File: src/rtl/apb_cmd_master.sv
// APB requester: turns a valid/ready command stream into APB SETUP/ACCESS transfers.
// Optional ACCESS wait-state timeout is enabled with `define APB_CMD_MASTER_TIMEOUT_EN.
module apb_cmd_master #(
   parameter int ADDR_W         = 10,
   parameter int DATA_W         = 32,
   parameter int TIMEOUT_CYCLES = 255
) (
   input  logic              pclk,
   input  logic              presetn,
   input  logic              cmd_valid,
   output logic              cmd_ready,
   input  logic              cmd_write,
   input  logic [ADDR_W-1:0] cmd_addr,
   input  logic [DATA_W-1:0] cmd_wdata,
   output logic              rsp_valid,
   input  logic              rsp_ready,
   output logic [DATA_W-1:0] rsp_rdata,
   output logic              rsp_err,
   output logic              rsp_timeout,
   output logic              psel,
   output logic              penable,
   output logic [ADDR_W-1:0] paddr,
   output logic              pwrite,
   output logic [DATA_W-1:0] pwdata,
   input  logic [DATA_W-1:0] prdata,
   input  logic              pready,
   input  logic              pslverr,
   output logic [1:0]        dbg_state
);

   typedef enum logic [1:0] {
      S_IDLE   = 2'd0,
      S_SETUP  = 2'd1,
      S_ACCESS = 2'd2,
      S_RESP   = 2'd3
   } state_t;

   if (TIMEOUT_CYCLES < 1 || TIMEOUT_CYCLES > 65535) begin : g_bad_timeout
      $error("apb_cmd_master: TIMEOUT_CYCLES must be in 1..65535");
   end

   state_t            state_q, state_d;
   logic              cmd_ready_q, cmd_ready_d;
   logic              psel_q, psel_d;
   logic              penable_q, penable_d;
   logic [ADDR_W-1:0] paddr_q, paddr_d;
   logic              pwrite_q, pwrite_d;
   logic [DATA_W-1:0] pwdata_q, pwdata_d;
   logic              rsp_valid_q, rsp_valid_d;
   logic [DATA_W-1:0] rsp_rdata_q, rsp_rdata_d;
   logic              rsp_err_q, rsp_err_d;

`ifdef APB_CMD_MASTER_TIMEOUT_EN
   localparam int CNT_W = $clog2(TIMEOUT_CYCLES + 1);
   // The abort fires in the ACCESS cycle whose wait would bring the count to the limit.
   localparam logic [CNT_W-1:0] CNT_LAST = CNT_W'(TIMEOUT_CYCLES - 1);

   logic [CNT_W-1:0] cnt_q, cnt_d;
   logic             rsp_timeout_q, rsp_timeout_d;
`endif

   // Handshakes: a command transfers on a clock edge where cmd_valid && cmd_ready,
   // a response on an edge where rsp_valid && rsp_ready; both sides hold until then.
   always_comb begin
      state_d     = state_q;
      psel_d      = psel_q;
      penable_d   = penable_q;
      paddr_d     = paddr_q;
      pwrite_d    = pwrite_q;
      pwdata_d    = pwdata_q;
      rsp_valid_d = rsp_valid_q;
      rsp_rdata_d = rsp_rdata_q;
      rsp_err_d   = rsp_err_q;
`ifdef APB_CMD_MASTER_TIMEOUT_EN
      cnt_d         = cnt_q;
      rsp_timeout_d = rsp_timeout_q;
`endif
      unique case (state_q)
         S_IDLE: begin
            if (cmd_valid && cmd_ready_q) begin
               paddr_d   = cmd_addr;
               pwrite_d  = cmd_write;
               pwdata_d  = cmd_wdata;
               psel_d    = 1'b1;
               penable_d = 1'b0;
               state_d   = S_SETUP;
            end
         end
         S_SETUP: begin
            penable_d = 1'b1;
            state_d   = S_ACCESS;
`ifdef APB_CMD_MASTER_TIMEOUT_EN
            cnt_d = '0;
`endif
         end
         S_ACCESS: begin
            if (pready) begin
               rsp_rdata_d = pwrite_q ? '0 : prdata;
               rsp_err_d   = pslverr;
               psel_d      = 1'b0;
               penable_d   = 1'b0;
               rsp_valid_d = 1'b1;
               state_d     = S_RESP;
`ifdef APB_CMD_MASTER_TIMEOUT_EN
               rsp_timeout_d = 1'b0;
`endif
            end
`ifdef APB_CMD_MASTER_TIMEOUT_EN
            else if (cnt_q == CNT_LAST) begin
               rsp_rdata_d   = '0;
               rsp_err_d     = 1'b1;
               rsp_timeout_d = 1'b1;
               psel_d        = 1'b0;
               penable_d     = 1'b0;
               rsp_valid_d   = 1'b1;
               state_d       = S_RESP;
            end else begin
               cnt_d = cnt_q + 1'b1;
            end
`endif
         end
         S_RESP: begin
            if (rsp_ready) begin
               rsp_valid_d = 1'b0;
               state_d     = S_IDLE;
            end
         end
         default: state_d = S_IDLE;
      endcase
      cmd_ready_d = (state_d == S_IDLE);
   end

   always_ff @(posedge pclk or negedge presetn) begin
      if (!presetn) begin
         state_q     <= S_IDLE;
         cmd_ready_q <= 1'b0;
         psel_q      <= 1'b0;
         penable_q   <= 1'b0;
         paddr_q     <= '0;
         pwrite_q    <= 1'b0;
         pwdata_q    <= '0;
         rsp_valid_q <= 1'b0;
         rsp_rdata_q <= '0;
         rsp_err_q   <= 1'b0;
      end else begin
         state_q     <= state_d;
         cmd_ready_q <= cmd_ready_d;
         psel_q      <= psel_d;
         penable_q   <= penable_d;
         paddr_q     <= paddr_d;
         pwrite_q    <= pwrite_d;
         pwdata_q    <= pwdata_d;
         rsp_valid_q <= rsp_valid_d;
         rsp_rdata_q <= rsp_rdata_d;
         rsp_err_q   <= rsp_err_d;
      end
   end

`ifdef APB_CMD_MASTER_TIMEOUT_EN
   always_ff @(posedge pclk or negedge presetn) begin
      if (!presetn) begin
         cnt_q         <= '0;
         rsp_timeout_q <= 1'b0;
      end else begin
         cnt_q         <= cnt_d;
         rsp_timeout_q <= rsp_timeout_d;
      end
   end

   assign rsp_timeout = rsp_timeout_q;
`else
   assign rsp_timeout = 1'b0;
`endif

   assign cmd_ready = cmd_ready_q;
   assign psel      = psel_q;
   assign penable   = penable_q;
   assign paddr     = paddr_q;
   assign pwrite    = pwrite_q;
   assign pwdata    = pwdata_q;
   assign rsp_valid = rsp_valid_q;
   assign rsp_rdata = rsp_rdata_q;
   assign rsp_err   = rsp_err_q;
   assign dbg_state = state_q;

endmodule

File: config.mk
export PLATFORM = sky130hd
export DESIGN_NAME = apb_cmd_master
export DESIGN_NICKNAME = d
export VERILOG_FILES = /design/src/rtl/apb_cmd_master.sv
export SDC_FILE = /design/constraint.sdc
export NUM_CORES = 1
export LEC_CHECK = 0
export CAP_MARGIN = 20
export CORE_ASPECT_RATIO = 0.75
export CORE_MARGIN = 2
export CORE_UTILIZATION = 62
export DETAILED_ROUTE_END_ITERATION = 8
export DONT_BUFFER_PORTS = 1
export PLACE_DENSITY = 0.78
export REMOVE_ABC_BUFFERS = 1
export SETUP_SLACK_MARGIN = 0.2
export SYNTH_ARGS = -nofsm -noshare
export SYNTH_HDL_FRONTEND = slang
export SYNTH_SLANG_ARGS = --single-unit
export TNS_END_PERCENT = 30
File: constraint.sdc
create_clock -name pclk -period 1.6 [get_ports pclk]
set_input_delay 0.32 -clock pclk [delete_from_list [all_inputs] [get_ports pclk]]
set_output_delay 0.32 -clock pclk [all_outputs]
set_load 0.01 [all_outputs]
==> metrics.md <==
| Metric | Value |
|---|---|
| Layout Nets | 357 |
| CP Launch Type | flip-flop |
| Via Count | 1952 |
| Max Root-Sink Buffers | 2 |
| Slowest stage delay, CP | 0.40 ns |
| Filler Cells Inserted | 367 |
| Layout cells sized above 1 | 27.86% |
| Worst hold slack | -0.3295 ns |
| Reg2reg path depth | 4 |
| Vias in the first global route | 1894 |
| DR vias/cell | 5.499 |
| TritonCTS Buffers | 9 |
| CP Class | reg -> reg |
| R2R Path End | pwdata[16]$_DFFE_PN0P_ |
| Worst Path Max Fanout | 5 |
| Row count | 23 |
| CP max stage cell | and4bb_4 |
| Htree depth | 3 |
| Io pins | 164 |
| Crit path cell chain | and4bb_4 > buf_6 > buf_12 > mux2_2 |
| Drt drc | 0 |
| Largest net degree at the start of global routing | 83 |
| Placed Cells | 331 |
| Total length of routed wires | 6861 um |
| Syn Inst Count | 263 |
| Gr usage total | 22.07% |
| Initial core utilization | 64.45% |
| ANT cells | 0 |
| Post-route ant nets | 0 |
| Layout Skew | 0.007445 ns |
| Clock root buffer | clkbuf_8 |
| Drt first pass iters | 5 |
| Crit path arrival time | 1.70 ns |
| Worst EP required | 1.83 ns |
| Grt ovf | 0 |
| Leak Pwr | 0.001812 uW |
| Clock sinks | 82 |
| Pre-CTS worst setup slack | 0.1100 ns |
| Non-Filler Instances | 355 |
| Max-slew violations | 0 |
| CTS tree | built |
| Die Span Y | 68.60 um |
| R2r setup slk | 0.12 ns |
| Die Area | 6183 sq um |
| Gpl congestion | 0.7457 |
| I/O Buffers | 0 |
| Max-cap violations | 0 |
| Synth Area per Inst | 13.12 sq um |
| Worst setup EP type | flip-flop |
| Fin. Hold Viols | 82 |
| Routed len/inst | 19.33 um |
| Core Area | 5353 sq um |
| Final Setup Violations | 0 |
| Initial DRC Count | 81 |
| Family with the most delay on the worst path | simple AND/OR/NAND/NOR gates |
| Reg-to-Reg Start | dbg_state[1]$_DFF_PN0_ |
| Final core occ | 72.74% |
| VDD IR max | 1001 uV |
| Crit path buf inv count | 2 |
| Clk_lat worst skew | 0.34 ns |
| PD cells | 2075 nW/um^2 |
| Hold WC Path Type | in -> async |
| Area delta synth->final | 12.88% |
| FF+latch count, synth | 82 |
| Die width | 90.13 um |
| Post-synthesis cell type count | 22 |
| RSZ-0062 raised after global routing | true |
| First-pass GRT wire length | 10190 um |
| Initial antenna violation count | 0 |
| Outcome | finished, violations left |
| Final worst setup slack | 0.1219 ns |
| F_max | 676.5 MHz |
| Mapped Area | 3450 sq um |
| Fin crit share | 92.38% |
| Final min period | 1.478 ns |
| Synth warnings | 0 |
| Sequential-to-total area share from yosys stat | 59.48% |
| Worst-path clk slew | 0.08 ns |
| Failing checks | negative hold slack |
| Half-perimeter wire length after placement | 4475 um |
-- cell usage after synthesis (all sizes together) --
master  count  area [sq um]
a21o        1         7.510
a21oi       2         10.01
and3        1         6.260
and4bb      1         12.51
buf        13         132.6
clkbuf      4         15.01
conb        1         3.750
dfrtp      82          2052
inv         2         7.510
mux2       44         641.9
nand2      37         138.9
nand2b     33         206.5
nand3       2         10.01
nand3b      2         15.01
nor2        2         7.510
o211ai      1         7.510
o21ai      35         175.2
-- kinds of logic after synthesis --
| logic type | share of synthesized area [%] |
|---|---|
| other | 0.1087 |
| AO/OA/AOI/OAI | 5.804 |
| multiplexers | 18.61 |
| flip-flops | 59.49 |
| AND/OR/NAND/NOR | 11.50 |
| buffers and inverters | 4.498 |
-- cell usage in the layout, fill, tap and decap left out, drive strengths merged --
| cell | netlist | final |
|---|---|---|
| inv | 2 | 2 |
| clkinvlp | 0 | 1 |
| mux2 | 44 | 44 |
| o211ai | 1 | 1 |
| a21oi | 2 | 2 |
| clkinv | 0 | 1 |
| clkbuf | 4 | 12 |
| and3 | 1 | 1 |
| nand3 | 2 | 2 |
| o21ai | 35 | 35 |
| buf | 13 | 18 |
| nand2b | 33 | 33 |
| nor2 | 2 | 2 |
| and4bb | 1 | 1 |
| bufinv | 0 | 2 |
| nand2 | 37 | 37 |
| a21o | 1 | 1 |
| dfrtp | 82 | 82 |
| conb | 1 | 1 |
| nand3b | 2 | 2 |
-- where the power goes --
group          internal [uW]  switching [uW]  leakage [uW]  total (uW)
sequential              3070            1220       0.00102        4290
clock                    916             691      0.000106        1610
combinational           1350             829      0.000688        2180
-- layer usage --
| metal | wire [um] | share of wire [%] | track usage, % | up-vias |
|---|---|---|---|---|
| met1 | 2773 | 40 | 26.53 | 947 |
| met2 | 3466 | 51 | 36.18 | 92 |
| met5 | 0 | 0 | 0 | - |
| met3 | 490 | 7.1 | 8.261 | 13 |
| li1 | - | - | - | 900 |
| met4 | 131 | 1.9 | 10.96 | 0 |
-- cell type report --
| type | instances | area (sq um) | area share, % |
|---|---|---|---|
| timing repair buffer | 19 | 269.0 | 6.909 |
| clock inverter | 4 | 76.32 | 1.960 |
| inverter | 2 | 7.507 | 0.1928 |
| sequential | 82 | 2052 | 52.70 |
| multi-input combinational | 162 | 1254 | 32.20 |
| clock buffer | 11 | 141.4 | 3.631 |
| tap | 75 | 93.84 | 2.410 |
-- through the flow --
| stage | setup TNS [ns] | cell area, sq um | total power, uW | hold WS, ns |
|---|---|---|---|---|
| 3_3_place_gp | 0 | 3496 | 6225 | 0.02562 |
| 2_1_floorplan | -67.04 | 3302 | 5696 | 0.02441 |
| 4_1_cts | 0 | 3857 | 8084 | -0.3532 |
| 6_report | 0 | 3894 | 8078 | -0.3295 |
| 5_1_grt | 0 | 3894 | 8576 | -0.3609 |
| 3_5_place_dp | 0 | 3496 | 6351 | 0.02603 |
-- repair_timing --
action,in CTS,in global routing
endpoints found under the hold margin,82,82
buffers inserted,5,0
pin swaps,1,1
setup endpoints to repair,47,47
gates resized for setup,6,3
gates cloned,3,1
-- worst max-delay path by stage --
stage	depth (start not counted)	slack, ns	end	from
3_3_place_gp	3	0.16	pwdata[16]$_DFFE_PN0P_	dbg_state[0]$_DFF_PN0_
6_report	4	0.12	pwdata[16]$_DFFE_PN0P_	dbg_state[1]$_DFF_PN0_
2_1_floorplan	2	-1.23	pwdata[14]$_DFFE_PN0P_	dbg_state[1]$_DFF_PN0_
5_1_grt	4	0.08	paddr[5]$_DFFE_PN0P_	dbg_state[1]$_DFF_PN0_
4_1_cts	4	0.12	pwdata[17]$_DFFE_PN0P_	dbg_state[0]$_DFF_PN0_
3_5_place_dp	3	0.11	pwdata[17]$_DFFE_PN0P_	dbg_state[0]$_DFF_PN0_
-- state kept, by name, indices dropped and copies added, names as in the netlist --
| signal | flops |
|---|---|
| pwdata | 32 |
| rsp_rdata | 32 |
| paddr | 10 |
| dbg_state | 2 |
| cmd_ready | 1 |
| penable | 1 |
| psel | 1 |
| pwrite | 1 |
| rsp_err | 1 |
| rsp_valid | 1 |
No activity file was read; power rests on OpenSTA's default activity.
